<file path="src/rtl/window_fetch_if.sv">
// Bundles the anchor handshake, image RAM read port and window output handshake
// used by window_fetch. The master side is the fetch engine; the slave side is
// the surrounding system (anchor source, image RAM and window consumer).
interface window_fetch_if #(
    parameter int DATA_W   = 8,
    parameter int WIN_BITS = 200
);
    logic                anchor_valid;
    logic                anchor_ready;
    logic [31:0]         anchor_addr;
    logic                ram_rd_en;
    logic [31:0]         ram_rd_addr;
    logic [DATA_W-1:0]   ram_rd_data;
    logic                win_valid;
    logic                win_ready;
    logic [WIN_BITS-1:0] win_data;
    logic [31:0]         win_anchor;
    logic                frame_last;

    modport master (
        input  anchor_valid, anchor_addr, ram_rd_data, win_ready,
        output anchor_ready, ram_rd_en, ram_rd_addr, win_valid, win_data, win_anchor, frame_last
    );

    modport slave (
        output anchor_valid, anchor_addr, ram_rd_data, win_ready,
        input  anchor_ready, ram_rd_en, ram_rd_addr, win_valid, win_data, win_anchor, frame_last
    );
endinterface

</file>
<file path="src/rtl/window_fetch.sv">
// Window fetch engine: accepts a top-left anchor address, reads an
// H_WINDOW_LEN x V_WINDOW_LEN block of pixels from an image RAM with one-cycle
// read latency, packs them row-major into win_data and presents the window
// through a valid/ready handshake. A running window counter flags the last
// window of a frame on frame_last.
module window_fetch #(
    parameter int H_WINDOW_LEN = 5,
    parameter int V_WINDOW_LEN = 5,
    parameter int H_IMAGE_LEN  = 30,
    parameter int V_IMAGE_LEN  = 30,
    parameter int DATA_W       = 8
) (
    input  logic          clk,
    input  logic          rst,
    window_fetch_if.master bus
);
    localparam int NUM_PIX  = H_WINDOW_LEN * V_WINDOW_LEN;
    localparam int WIN_BITS = NUM_PIX * DATA_W;
    localparam int NUM_WIN  = (H_IMAGE_LEN - H_WINDOW_LEN + 1) * (V_IMAGE_LEN - V_WINDOW_LEN + 1);
    localparam int HW       = (H_WINDOW_LEN > 1) ? $clog2(H_WINDOW_LEN) : 1;
    localparam int VW       = (V_WINDOW_LEN > 1) ? $clog2(V_WINDOW_LEN) : 1;
    localparam int KW       = (NUM_PIX > 1) ? $clog2(NUM_PIX) : 1;
    localparam int CW       = (NUM_WIN > 1) ? $clog2(NUM_WIN) : 1;

    localparam logic [HW-1:0] H_LAST    = HW'(H_WINDOW_LEN - 1);
    localparam logic [VW-1:0] V_LAST    = VW'(V_WINDOW_LEN - 1);
    localparam logic [CW-1:0] COUNT_MAX = CW'(NUM_WIN - 1);
    localparam logic [31:0]   PITCH     = 32'(H_IMAGE_LEN);

    typedef enum logic [1:0] {
        IDLE,
        FETCH,
        DRAIN,
        OUT
    } state_t;

    state_t              state;
    logic [HW-1:0]       h;
    logic [VW-1:0]       v;
    logic [KW-1:0]       k;
    logic [31:0]         row_addr;
    logic                cap_pending;
    logic [KW-1:0]       cap_slot;
    logic [CW-1:0]       win_count;

    logic                anchor_ready;
    logic                rd_en;
    logic [31:0]         rd_addr;
    logic                win_valid;
    logic [WIN_BITS-1:0] win_data;
    logic [31:0]         win_anchor;
    logic                frame_last;

    assign bus.anchor_ready = anchor_ready;
    assign bus.ram_rd_en    = rd_en;
    assign bus.ram_rd_addr  = rd_addr;
    assign bus.win_valid    = win_valid;
    assign bus.win_data     = win_data;
    assign bus.win_anchor   = win_anchor;
    assign bus.frame_last   = frame_last;

    // Sequencer: issues one read per FETCH cycle, captures each returning pixel
    // one cycle later into its slot, then holds the window until it is taken.
    always_ff @(posedge clk) begin
        if (rst) begin
            state        <= IDLE;
            h            <= '0;
            v            <= '0;
            k            <= '0;
            row_addr     <= '0;
            cap_pending  <= 1'b0;
            cap_slot     <= '0;
            win_count    <= '0;
            anchor_ready <= 1'b1;
            rd_en        <= 1'b0;
            rd_addr      <= '0;
            win_valid    <= 1'b0;
            win_data     <= '0;
            win_anchor   <= '0;
            frame_last   <= 1'b0;
        end else begin
            cap_pending <= 1'b0;
            if (cap_pending) begin
                win_data[int'(cap_slot)*DATA_W +: DATA_W] <= bus.ram_rd_data;
            end

            case (state)
                IDLE: begin
                    if (bus.anchor_valid) begin
                        state        <= FETCH;
                        anchor_ready <= 1'b0;
                        win_anchor   <= bus.anchor_addr;
                        row_addr     <= bus.anchor_addr;
                        rd_addr      <= bus.anchor_addr;
                        rd_en        <= 1'b1;
                        h            <= '0;
                        v            <= '0;
                        k            <= '0;
                    end
                end
                FETCH: begin
                    cap_pending <= 1'b1;
                    cap_slot    <= k;
                    k           <= k + 1'b1;
                    if (h == H_LAST) begin
                        h <= '0;
                        if (v == V_LAST) begin
                            v     <= '0;
                            rd_en <= 1'b0;
                            state <= DRAIN;
                        end else begin
                            v        <= v + 1'b1;
                            row_addr <= row_addr + PITCH;
                            rd_addr  <= row_addr + PITCH;
                        end
                    end else begin
                        h       <= h + 1'b1;
                        rd_addr <= rd_addr + 32'd1;
                    end
                end
                DRAIN: begin
                    state      <= OUT;
                    win_valid  <= 1'b1;
                    frame_last <= (win_count == COUNT_MAX);
                end
                OUT: begin
                    if (bus.win_ready) begin
                        state        <= IDLE;
                        win_valid    <= 1'b0;
                        frame_last   <= 1'b0;
                        anchor_ready <= 1'b1;
                        win_count    <= (win_count == COUNT_MAX) ? '0 : win_count + 1'b1;
                    end
                end
                default: state <= IDLE;
            endcase
        end
    end
endmodule

</file>
<file path="src/flat_wrapper.sv">
// flat-port wrapper written by rule: the top's interface ports become plain ports
module window_fetch_flat 
#(
    parameter int H_WINDOW_LEN = 5,
    parameter int V_WINDOW_LEN = 5,
    parameter int H_IMAGE_LEN  = 30,
    parameter int V_IMAGE_LEN  = 30,
    parameter int DATA_W       = 8
)
  (clk, rst, bus_anchor_valid, bus_anchor_addr, bus_ram_rd_data, bus_win_ready, bus_anchor_ready, bus_ram_rd_en, bus_ram_rd_addr, bus_win_valid, bus_win_data, bus_win_anchor, bus_frame_last);
  window_fetch_if #(.DATA_W(DATA_W), .WIN_BITS(((5) * (5) * DATA_W))) bus_i ();
  input  logic clk;
  input  logic rst;
  input wire logic [$bits(bus_i.anchor_valid)-1:0] bus_anchor_valid;
  input wire logic [$bits(bus_i.anchor_addr)-1:0] bus_anchor_addr;
  input wire logic [$bits(bus_i.ram_rd_data)-1:0] bus_ram_rd_data;
  input wire logic [$bits(bus_i.win_ready)-1:0] bus_win_ready;
  output wire logic [$bits(bus_i.anchor_ready)-1:0] bus_anchor_ready;
  output wire logic [$bits(bus_i.ram_rd_en)-1:0] bus_ram_rd_en;
  output wire logic [$bits(bus_i.ram_rd_addr)-1:0] bus_ram_rd_addr;
  output wire logic [$bits(bus_i.win_valid)-1:0] bus_win_valid;
  output wire logic [$bits(bus_i.win_data)-1:0] bus_win_data;
  output wire logic [$bits(bus_i.win_anchor)-1:0] bus_win_anchor;
  output wire logic [$bits(bus_i.frame_last)-1:0] bus_frame_last;
  assign bus_i.anchor_valid = bus_anchor_valid;
  assign bus_i.anchor_addr = bus_anchor_addr;
  assign bus_i.ram_rd_data = bus_ram_rd_data;
  assign bus_i.win_ready = bus_win_ready;
  assign bus_anchor_ready = bus_i.anchor_ready;
  assign bus_ram_rd_en = bus_i.ram_rd_en;
  assign bus_ram_rd_addr = bus_i.ram_rd_addr;
  assign bus_win_valid = bus_i.win_valid;
  assign bus_win_data = bus_i.win_data;
  assign bus_win_anchor = bus_i.win_anchor;
  assign bus_frame_last = bus_i.frame_last;
  window_fetch #(.H_WINDOW_LEN(H_WINDOW_LEN), .V_WINDOW_LEN(V_WINDOW_LEN), .H_IMAGE_LEN(H_IMAGE_LEN), .V_IMAGE_LEN(V_IMAGE_LEN), .DATA_W(DATA_W)) u_core (.clk(clk), .rst(rst), .bus(bus_i));
endmodule
</file>
<file path="config.mk">
export PLATFORM = sky130hd
export DESIGN_NAME = window_fetch_flat
export DESIGN_NICKNAME = d
export VERILOG_FILES = /design/src/rtl/window_fetch_if.sv /design/src/rtl/window_fetch.sv /design/src/flat_wrapper.sv
export SDC_FILE = /design/constraint.sdc
export NUM_CORES = 1
export LEC_CHECK = 0
export CAP_MARGIN = 15
export CORE_ASPECT_RATIO = 0.7
export CORE_UTILIZATION = 52
export DETAILED_ROUTE_END_ITERATION = 7
export GPL_TIMING_DRIVEN = 0
export PLACE_DENSITY = 0.89
export SLEW_MARGIN = 20
export SYNTH_ARGS = -nofsm -noshare
export SYNTH_HDL_FRONTEND = slang
export SYNTH_SLANG_ARGS = --single-unit
</file>
<file path="constraint.sdc">
create_clock -name clk -period 3.5 [get_ports clk]
set_input_delay 0.7 -clock clk [delete_from_list [all_inputs] [get_ports clk]]
set_output_delay 0.7 -clock clk [all_outputs]
set_load 0.02 [all_outputs]
</file>
### Yosys cells after proc, flatten, opt, wreduce, memory -nomap -nowiden

Index checks and enable logic that the tools add are counted.

* bits in registers: 329
* output and inout port bits: 268
* word-level logic and storage cells: 82
* input port bits: 44

* add/sub/neg operators: 7
* eq/ne operators: 12
* shifts and indexed selects: 2
* reductions and logical operators: 14
* multiplexer cells: 32

Operators with widths (count)
* bitwise mux 200 bit: 1
* variable shift 8 x 33 -> 200 bit, first input constant: 1
* indexed part select 8 x 33 -> 200 bit: 1
* two-way mux 32 bit: 4
* one-hot mux 32 bit (2 select lines): 2
* negation 8 -> 33 bit: 1
* adder 32 x 1 -> 32 bit, second input constant: 1
* adder 32 x 5 -> 32 bit, second input constant: 1
* two-way mux 3 bit: 4
* one-hot mux 3 bit (2 select lines): 2
* AND reduction 4 bit: 3
* adder 10 x 1 -> 10 bit, second input constant: 1
* == test 10 bit, second input constant: 1
* two-way mux 10 bit: 1
* one-hot mux 5 bit (2 select lines): 1
* AND reduction 3 bit: 3
* two-way mux 2 bit: 4
* one-hot mux 1 bit (2 select lines): 4
* one-hot mux 2 bit (4 select lines): 1
* AND reduction 2 bit: 4
* two-way mux 1 bit: 7
* adder 3 x 1 -> 3 bit, second input constant: 2
* == test 3 bit, second input constant: 2
* inequality test 2 bit, second input constant: 3
* 8 further kinds: 12

### Depth between registers and ports, before layout

* depth after elaboration: 4
* depth in mapped cells: 15
* mapped depth without buffers: 11

### Worst setup path before layout

Ideal clock, no wire load.

* path type: register -> register
* start point: register u_core.cap_slot[0]
* end point: register u_core.win_data[0] (netlist: u_core.bus.win_data[0])
* cell stages (with the launch flop): 14
* buffers on the path: 4
* path slack: 444 ps
* period minus slack after synthesis: 3056 ps
* arrival: 2924 ps
* required time: 3368 ps
* path through: dfxtp_1 buf_2 inv_1 ha_1 buf_2 inv_1 nor3_1 ha_1 clkbuf_1 nor4_2 or3b_1 clkbuf_1 nand2_1 a21oi_1

* longest elaborated chain between the ends: 3
* elaborated cells between the ends (all ways): 4

Ends and longest elaborated chain
* from (decl): line window_fetch.sv:43 `logic [KW-1:0] cap_slot;`
* from (signal assigned): line window_fetch.sv:103 `cap_slot <= k;`
* negation 8 -> 33 bit *: line window_fetch.sv:84 `win_data[int'(cap_slot)*DATA_W +: DATA_W] <= bus.ram_rd_data;`
* indexed part select 8 x 33 -> 200 bit / variable shift 8 x 33 -> 200 bit (equally long branches): line window_fetch.sv:84
* bitwise mux 200 bit *: line window_fetch.sv:84
* to (signal, indexed assignment): line window_fetch.sv:84
* to (decl): line window_fetch.sv:50 `logic [WIN_BITS-1:0] win_data;`

Every way passes the cells marked *; elsewhere a longest branch is shown, timed or not.
A chain may end at the register's enable or synchronous reset.

### Worst setup path after layout

* start point: register u_core.cap_slot[0]
* end point: register u_core.win_data[132] (netlist: u_core.bus.win_data[132])

The elaborated chain is that of the path after synthesis.

==> impl_metrics.yaml <==
outcome:
  outcome: "complete, but fails checks"
  violations: "design-rule violations"
yosys:
  yosysSeqAreaShare_pct: 44.3
  yosys_register_bits: 329
  ys_top_cells_by_area: "dfxtp_1 44%, nand2_1 6.7%, a21oi_1 5.8%, nand3_1 5.4%, nor2_1 4.0%"
  synth_top_area_share_pct: 44.3
  synthDistinctLibCells: 84
  synth_ff_type: "dfxtp_1"
  async_flop_share_pct: 0
  synth_nets: 1837
  yosysTopAreaCell: "dfxtp_1"
  synth_compound_area_share_pct: 17.7
  synth_mux_area_share_pct: 4.67
  synth-edff-count: 0
  yosys_warnings: 0
  synth_area_um2: 14900
  yosys.area_share.xor_xnor_pct: 3.18
  synth_fa_ha_area_share_pct: 1.26
  synth.avg_cell_area_um2: 8.35
  synthSimpleGateAreaFrac_pct: 24.6
  postSynthCellCount: 1778
  synth_top_family_by_area: "simple AND/OR/NAND/NOR gates"
layout:
  layout-drive-gt1-share_pct: 8.17
  num_antenna_cells: 0
  nNetsFinal: 2177
  layout_commonest_cell: "dfxtp_1"
  layout.cells.most_common_list: "329 x dfxtp_1, 304 x clkdlybuf4s50_1, 264 x nand2_1"
  fin_area_um2: 19600
  area_growth_pct: 31.9
route:
  ant_nets: 0
  totalWireLength_mm: 56.8
  vias: 15900
  drt-pass1-iter-count: 8
  drc: 1
  drt_iter0_markers: 2172
  vias_per_cell: 6.32
  wire_per_inst_um: 22.6
critical_path:
  critPathSlowestCell: "nor2_1"
  crit_chain: "buf_2 > inv_1 > ha_1 > clkbuf_1 > nor2_1 > nand3_1 > o31ai_1"
  cp-start-kind: "flop"
  crit_type: "reg2reg"
  rrSetupSlack_ns: 0.10
  cp-end-kind: "flop"
  required_ns: 3.95
  cp.arrival_ns: 3.85
  cp_max_fo: 10
  worst_path_largest_cell_delay_ns: 0.97
cts:
  cts.sinks: 329
  clkTransAtPathRegs_ns: 0.07
  root_buffer: "clkbuf_16"
  cts_made_buffers: 31
  clockBufferDepth: 3
  tritoncts: "done"
  insertion_delay_ns: 0.57
  htree_levels: 1
  ctsHoldBuffers: 0
sta:
  period_share_pct: 97.1
  final_hold_viol_count: 0
  setup_viol: 0
  slew_viol_final: 0
  fmaxAchievable_mhz: 294
  tightestPinTransition_ns: 1.22
  final.setup.tns_ns: 0
  skew_ns: 0.0119
  period_minus_slack_ns: 3.40
  maxSlewHeadroom_pct: 18.6
job:
  drv_cap: 0
global_routing:
  antenna_found_initial: 0
  grt_max_degree: 16
  grt.overflow.total: 0
  grt_usage_pct: 37.4
  grt_pass1_vias: 15000
  grt_pass1_wl_mm: 84.6
min_path:
  hp-class: "reg2reg"
floorplan:
  die_w_um: 204
  rows: 51
  core-area_um2: 27900
  dieHeight_um: 143
  io_pins: 312
  die_area_um2: 29300
  start_util_pct: 53.1
pwr:
  power_leakage_uw: 0.00674
  p_total_uw: 12400
  irDropWorstVdd_mv: 0.439
  powerDensity_nw_per_um2: 633
place:
  port_buffers: 304
  dpl_cell_area_um2: 18400
  gp_congestion: 0.995
  place_hpwl_mm: 41.6
power breakdown:
group / total, uW / switching [uW] / internal [uW]
registers: 4550 / 433 / 4110
logic: 4140 / 2730 / 1410
clock network: 3710 / 1530 / 2180
total: 12400 / 4690 / 7710
routing by layer:
layer	global-route usage [%]	routed length, um
met5	0	0
met4	13.2	1860
met3	9.71	7110
met1	52.3	24000
met2	55.4	23800
cell families after synthesis:
kind of cell    Yosys count
flops                   329
buf+inv                 160
mux                      68
compound gates          389
fa+ha+maj                15
simple gates            763
xor+xnor                 54
registers in the layout, indices dropped and copies added (netlist names):
name / cells
u_core.bus.win_data: 200
u_core.bus.ram_rd_addr: 32
u_core.bus.win_anchor: 32
u_core.row_addr: 32
u_core.win_count: 10
u_core.cap_slot: 5
u_core.k: 5
u_core.h: 3
u_core.v: 3
u_core.state: 2
u_core.bus.anchor_ready: 1
u_core.bus.frame_last: 1
u_core.bus.ram_rd_en: 1
u_core.bus.win_valid: 1
u_core.cap_pending: 1
worst paths after layout:
path / startpoint / to / cells after the start
worst max register to register: u_core.cap_slot[0] / u_core.bus.win_data[132] / 7
worst min-delay path: u_core.bus.win_anchor[26] / u_core.bus.win_anchor[26] / 2
worst max-delay path: u_core.cap_slot[0] / u_core.bus.win_data[132] / 7
worst min register to register: u_core.bus.win_anchor[26] / u_core.bus.win_anchor[26] / 2
per-stage QoR:
stage | worst slack, ns | hold WS, ns | std cells | util [%]
6_report | 0.100 | 0.453 | 2513 | 70.1
4_1_cts | 0.0182 | 0.456 | 2510 | 69.8
3_5_place_dp | -0.304 | 0.446 | 2453 | 65.7
2_1_floorplan | 0.444 | 0.436 | 1778 | -
5_1_grt | -0.0475 | 0.472 | 2513 | 70.1
3_3_place_gp | -0.237 | 0.438 | 2453 | 65.7
critical path: cells and delay by family, from the launching register on:
family / cells / cell delay (ns)
adders and majority gates: 1 / 0.30
and+or+nand+nor: 2 / 1.52
DFF: 1 / 0.38
AOI/OAI and AO/OA: 1 / 0.46
buffers and inverters: 3 / 0.63
repair_timing:
| item | CTS | global route |
|---|---|---|
| resized for setup | 4 | 17 |
| setup endpoints to repair | 63 | 119 |
| pin swaps | 0 | 1 |
| buffers inserted | 1 | 4 |
final cells by class:
type | instances | area (um^2)
fill | 2211 | 8360
multi-input combinational | 1289 | 7690
sequential | 329 | 6590
timing repair buffer | 309 | 3090
clock buffer | 43 | 911
buffer | 137 | 561
tap | 371 | 464
clock inverter | 14 | 205
inverter | 21 | 78.8
synthesized netlist by cell type, types with 12 or more instances:
| library cell | number |
|---|---|
| nand2_1 | 264 |
| dfxtp_1 | 329 |
| o21ai_0 | 27 |
| clkbuf_1 | 93 |
| a22oi_1 | 12 |
| buf_1 | 18 |
| nor3_1 | 51 |
| o31ai_1 | 36 |
| mux2i_1 | 57 |
| a21oi_1 | 172 |
| xnor2_1 | 27 |
| buf_2 | 26 |
| ha_1 | 15 |
| nor2_1 | 160 |
| and2_1 | 15 |
| a222oi_1 | 25 |
| o211ai_1 | 18 |
| xor2_1 | 27 |
| inv_1 | 20 |
| a31o_2 | 25 |
| nand4_1 | 15 |
| nand3_1 | 161 |
No activity file was read; power rests on OpenSTA's default activity.
